--- src/rtl/uart_rx_pkg.sv ---
// Shared types and constants for the UART receive path.
// Holds the receiver state encoding, the frame data width and the default
// baud counts used by the receiver and its sibling baud-tick/TX blocks.
package uart_rx_pkg;

  localparam int unsigned UART_DATA_BITS = 8;

  // Default baud configuration: 115200 baud from a 125 MHz clock.
  localparam int unsigned DEFAULT_CLKS_PER_BIT = 1085;
  localparam int unsigned DEFAULT_SYNC_STAGES  = 2;

  typedef enum logic [1:0] {
    IDLE,
    START,
    DATA,
    STOP
  } uart_rx_state_t;

endpackage : uart_rx_pkg

--- src/rtl/sync_ff.sv ---
// Generic multi-flop synchronizer for a single asynchronous input.
// Ports:
//   clk_i - sampling clock
//   rst_i - synchronous reset, active-high; loads RST_VAL into every stage
//   d_i   - asynchronous input
//   q_o   - synchronized output (last stage)
module sync_ff #(
  parameter int unsigned STAGES  = 2,
  parameter logic        RST_VAL = 1'b1
) (
  input  logic clk_i,
  input  logic rst_i,
  input  logic d_i,
  output logic q_o
);

  logic [STAGES-1:0] sync_q;

  // Shift chain; stage 0 is the only flop that sees the async input.
  always_ff @(posedge clk_i) begin
    if (rst_i) begin
      sync_q <= {STAGES{RST_VAL}};
    end else begin
      sync_q <= {sync_q[STAGES-2:0], d_i};
    end
  end

  assign q_o = sync_q[STAGES-1];

endmodule : sync_ff

--- src/rtl/uart_rx.sv ---
// UART receiver, 8N1, LSB first, with a one-byte holding register.
// Phase-aligns its own bit counter to the start-bit falling edge and samples
// every bit at mid-period. Flags framing and overrun errors as 1-cycle pulses.
// Ports:
//   clk         - system clock
//   rst         - synchronous reset, active-high
//   rx          - asynchronous serial line, idle high
//   rx_data     - last received byte
//   rx_valid    - rx_data holds an unconsumed byte
//   rx_ready    - consumer takes rx_data when rx_valid && rx_ready
//   frame_err   - pulse: stop bit sampled low
//   overrun_err - pulse: byte completed while previous byte still pending
//   busy        - receiver is not idle
module uart_rx
  import uart_rx_pkg::*;
#(
  parameter int unsigned CLKS_PER_BIT = DEFAULT_CLKS_PER_BIT,
  parameter int unsigned SYNC_STAGES  = DEFAULT_SYNC_STAGES
) (
  input  logic                      clk,
  input  logic                      rst,
  input  logic                      rx,
  output logic [UART_DATA_BITS-1:0] rx_data,
  output logic                      rx_valid,
  input  logic                      rx_ready,
  output logic                      frame_err,
  output logic                      overrun_err,
  output logic                      busy
);

  localparam int unsigned CNT_W = $clog2(CLKS_PER_BIT);
  localparam int unsigned IDX_W = 3;
  localparam logic [CNT_W-1:0] HALF_TC = CNT_W'(CLKS_PER_BIT / 2 - 1);
  localparam logic [CNT_W-1:0] FULL_TC = CNT_W'(CLKS_PER_BIT - 1);
  localparam logic [IDX_W-1:0] LAST_IDX = IDX_W'(UART_DATA_BITS - 1);

  logic rx_s;

  uart_rx_state_t              state_q, state_d;
  logic [CNT_W-1:0]            cnt_q, cnt_d;
  logic [IDX_W-1:0]            idx_q, idx_d;
  logic [UART_DATA_BITS-1:0]   shift_q, shift_d;
  logic [UART_DATA_BITS-1:0]   data_q, data_d;
  logic                        valid_q, valid_d;
  logic                        ferr_q, ferr_d;
  logic                        oerr_q, oerr_d;

  sync_ff #(
    .STAGES  (SYNC_STAGES),
    .RST_VAL (1'b1)
  ) u_rx_sync (
    .clk_i (clk),
    .rst_i (rst),
    .d_i   (rx),
    .q_o   (rx_s)
  );

  // State and datapath registers.
  always_ff @(posedge clk) begin
    if (rst) begin
      state_q <= IDLE;
      cnt_q   <= '0;
      idx_q   <= '0;
      shift_q <= '0;
      data_q  <= '0;
      valid_q <= 1'b0;
      ferr_q  <= 1'b0;
      oerr_q  <= 1'b0;
    end else begin
      state_q <= state_d;
      cnt_q   <= cnt_d;
      idx_q   <= idx_d;
      shift_q <= shift_d;
      data_q  <= data_d;
      valid_q <= valid_d;
      ferr_q  <= ferr_d;
      oerr_q  <= oerr_d;
    end
  end

  // Next-state and datapath logic.
  always_comb begin
    state_d = state_q;
    cnt_d   = cnt_q + CNT_W'(1);
    idx_d   = idx_q;
    shift_d = shift_q;
    data_d  = data_q;
    valid_d = valid_q & ~rx_ready;
    ferr_d  = 1'b0;
    oerr_d  = 1'b0;

    unique case (state_q)
      IDLE: begin
        cnt_d = '0;
        if (!rx_s) begin
          state_d = START;
        end
      end

      START: begin
        if (cnt_q == HALF_TC) begin
          cnt_d = '0;
          idx_d = '0;
          // A line back high at mid start bit was a glitch, not a frame.
          state_d = rx_s ? IDLE : DATA;
        end
      end

      DATA: begin
        if (cnt_q == FULL_TC) begin
          cnt_d   = '0;
          shift_d = {rx_s, shift_q[UART_DATA_BITS-1:1]};
          idx_d   = idx_q + IDX_W'(1);
          if (idx_q == LAST_IDX) begin
            state_d = STOP;
          end
        end
      end

      STOP: begin
        if (cnt_q == FULL_TC) begin
          cnt_d   = '0;
          state_d = IDLE;
          if (rx_s) begin
            data_d  = shift_q;
            valid_d = 1'b1;
            // A same-edge consume frees the slot, so that is not an overrun.
            oerr_d  = valid_q & ~rx_ready;
          end else begin
            ferr_d = 1'b1;
          end
        end
      end

      default: state_d = IDLE;
    endcase
  end

  assign rx_data     = data_q;
  assign rx_valid    = valid_q;
  assign frame_err   = ferr_q;
  assign overrun_err = oerr_q;
  assign busy        = (state_q != IDLE);

endmodule : uart_rx

--- config.mk ---
export PLATFORM = sky130hd
export DESIGN_NAME = uart_rx
export DESIGN_NICKNAME = d
export VERILOG_FILES = /design/src/rtl/uart_rx_pkg.sv /design/src/rtl/sync_ff.sv /design/src/rtl/uart_rx.sv
export SDC_FILE = /design/constraint.sdc
export NUM_CORES = 1
export LEC_CHECK = 0
export BUFFER_PORTS_ARGS = -buffer_cell sky130_fd_sc_hd__buf_4
export CORE_AREA = 2 2 56 58
export DETAILED_ROUTE_END_ITERATION = 7
export DIE_AREA = 0 0 58 60
export GPL_TIMING_DRIVEN = 0
export PLACE_DENSITY = 0.8
export SETUP_SLACK_MARGIN = 0.3
export SLEW_MARGIN = 5
export SYNTH_ARGS = -nofsm -noshare
export SYNTH_HDL_FRONTEND = slang
export SYNTH_SLANG_ARGS = --single-unit
--- constraint.sdc ---
create_clock -name clk -period 5.6 [get_ports clk]
set_input_delay 1.68 -clock clk [delete_from_list [all_inputs] [get_ports clk]]
set_output_delay 1.68 -clock clk [all_outputs]
set_load 0.005 [all_outputs]
==> flow_summary.json <==
{
  "outcome": "finished, final reports clean",
  "multiInputGateArea_um2": 739.5,
  "layout_setup_ws_ps": 2712,
  "r2r-start": "cnt_q[6]",
  "grt_pass1_wl_um": 4305,
  "r2r-end": "shift_q[1]",
  "wl_per_cell_um": 12.46,
  "synth_top_family_by_area": "simple AND/OR/NAND/NOR gates",
  "synth-seq-area-share_pct": 48.48,
  "grt_usage_pct": 16.83,
  "layout_commonest_cell": "dfxtp_1",
  "grt_max_degree": 13,
  "hold_viol_final": 0,
  "setup_viol": 0,
  "synth-warning-count": 0,
  "pin_count": 16,
  "core-area_um2": 2903,
  "row_count": 20,
  "min_period_ps": 2888,
  "startpoint_type": "flop",
  "cts-buffers-inserted": 5,
  "layout.nets": 187,
  "finalSetupTns_ps": 0,
  "synth_simple_gate_area_share_pct": 24.49,
  "crit_arrival_ps": 1210,
  "synthMuxAreaShare_pct": 10.48,
  "fin_crit_sh_pct": 51.57,
  "fillerInstances": 244,
  "vias_per_cell": 5.311,
  "drc": 0,
  "clockRootBuffer": "clkbuf_4",
  "synth_area_leaders": "dfxtp_1 48%, mux2i_1 10%, nor2_1 7.4%",
  "max_stage_delay_ps": 320,
  "clock_latency_ps": 350,
  "area.growth.synth_to_final_pct": 15.40,
  "slew_violations": 0,
  "cts_max_level": 2,
  "clock-sinks": 37,
  "finClkSkew_ps": 22.00,
  "cp_data_required_time_ps": 3920,
  "synth_cell_types": 31,
  "rsz0062_at_grt": "false",
  "vias": 1126,
  "leakage_nw": 0.6213,
  "die_y_um": 60,
  "most-common-layout-cells": "37 x dfxtp_1, 30 x nor2_1, 16 x mux2i_1",
  "antenna_cells": 0,
  "worst_path_max_delay_cell": "dfxtp_1",
  "hold_path_class": "reg -> reg",
  "start_util_pct": 52.63,
  "grt-ovfl-total": 0,
  "power_density_nw_per_um2": 266.4,
  "synth.avg_cell_area_um2": 9.731,
  "slew-limit-headroom_pct": 51.52,
  "max_freq_ghz": 0.3463,
  "die_w_um": 58,
  "grt_pass1_vias": 1002,
  "drive_above_1_share_pct": 16.76,
  "crit_fanout": 9,
  "drt-initial-drc-count": 31,
  "syn_inst": 157,
  "end_kind": "output port",
  "post-dp-hpwl_um": 1883,
  "seq_area_um2": 740.7,
  "ys_ff_latch": 37,
  "synthAdderAreaFrac_pct": 4.095,
  "ir_drop_mv": 0.2324,
  "grt_antenna_before_repair": 0,
  "clk_pin_slew_ps": 130,
  "worstRegToRegCells": 6,
  "synth.top_cell.area_share_pct": 48.48,
  "cts_tree": "yes",
  "postCtsHoldBufs": 0,
  "final_antenna_net_count": 0,
  "cp-startpoint": "state_q[0]",
  "first_pass_iters": 4,
  "port_buffers": 14,
  "drt_wl_total_um": 2642,
  "ctsResizeCount": 0,
  "netlist_area_um2": 1528,
  "pre_cts_ws_ps": 2829,
  "worst_pin_slew_ps": 721.8,
  "cts_setup_buffers": 0,
  "synthXorXnorAreaFrac_pct": 5.160,
  "gp_congestion": 0.7780,
  "crit_path_end": "busy",
  "synth_compound_area_share_pct": 4.177,
  "crit_type": "reg -> out",
  "dieArea_um2": 3480,
  "drv_cap": 0,
  "r2r_slack_ps": 3590,
  "synth_top_area_cell": "dfxtp_1",
  "synth_fp_nets": 166,
  "crit_chain": "clkbuf_1 -> nor2_1 -> inv_1 -> buf_4",
  "clockBufferDepth": 2
}
==> per-stage QoR <==
stage	std cells	total power [mW]	hold slack, ps	utilization [%]	instance area (µm²)
after floorplan	157	0.2778	389.5	-	1528
after global placement	204	0.2812	398.7	57.67	1674
after detailed placement	204	0.2817	406.5	57.67	1674
after CTS	212	0.4715	438.7	60.73	1763
after global routing	212	0.4861	450.9	60.73	1763
final	212	0.4696	435.8	60.73	1763
==> cells in the mapped netlist, drive strengths merged <==
cell type / count
nor3: 5
nor2: 30
clkbuf: 4
a21o: 1
or4: 1
nand3: 5
o32a: 1
xor2: 5
dfxtp: 37
mux2i: 16
nand4: 4
buf: 3
inv: 4
ha: 5
o31a: 1
or4bb: 1
nor4b: 1
xnor2: 4
or2: 2
nand2b: 5
nand3b: 4
nor4: 2
o31ai: 1
a21oi: 6
and4: 1
or3: 1
nand2: 6
and3b: 1
==> registers in the layout, indices dropped and copies added, names as in the netlist, named ones only <==
name              flops
u_rx_sync.sync_q      2
shift_q               8
frame_err             1
overrun_err           1
rx_valid              1
state_q               1
cnt_q                11
idx_q                 3
rx_data               8
==> layer usage <==
layer / vias to the layer above / wire [µm] / part of all wire, % / track usage [%]
met3: 6 / 106 / 4.0 / 8.009
met5: - / 0 / 0 / 0
met1: 519 / 1173 / 44 / 18.40
li1: 579 / - / - / -
met2: 22 / 1319 / 50 / 27.76
met4: 0 / 42 / 1.6 / 7.641
==> cell type report <==
cell class / instances / share of cell area, %
plain buffers: 7 / 1.845
clock buffers: 6 / 2.910
clock inverters: 2 / 2.129
inverters: 4 / 0.8517
multi-input cells: 109 / 41.94
flip-flops and latches: 37 / 42.02
well taps: 33 / 2.342
repair buffers: 14 / 5.962
==> worst min path at each step <==
stage / startpoint / cells after the start / slack (ps) / endpoint
floorplan: u_rx_sync.sync_q[0] / 1 / 390 / u_rx_sync.sync_q[1]
global placement: u_rx_sync.sync_q[0] / 1 / 400 / u_rx_sync.sync_q[1]
detailed placement: u_rx_sync.sync_q[0] / 1 / 410 / u_rx_sync.sync_q[1]
CTS: u_rx_sync.sync_q[0] / 1 / 440 / u_rx_sync.sync_q[1]
global route: u_rx_sync.sync_q[0] / 1 / 450 / u_rx_sync.sync_q[1]
finish: u_rx_sync.sync_q[0] / 1 / 440 / u_rx_sync.sync_q[1]
==> kinds of logic after synthesis <==
| kind of cell | after synthesis |
|---|---|
| multiplexers | 16 |
| adder cells (fa/ha/maj) | 5 |
| XOR/XNOR | 9 |
| buffers and inverters | 11 |
| flip-flops | 37 |
| AND/OR/NAND/NOR | 69 |
| AO/OA/AOI/OAI | 10 |
==> where the power goes <==
group	switching (mW)	internal (mW)
sequential	0.00118	0.264
clock	0.0878	0.106
combinational	0.00609	0.00400
==> critical path, delay by kind of cell, from the launching register on <==
kind,cells,cell delay [ps]
buffers and inverters,3,450
DFF,1,320
and+or+nand+nor,1,110
(Power assumes the default switching activity.)
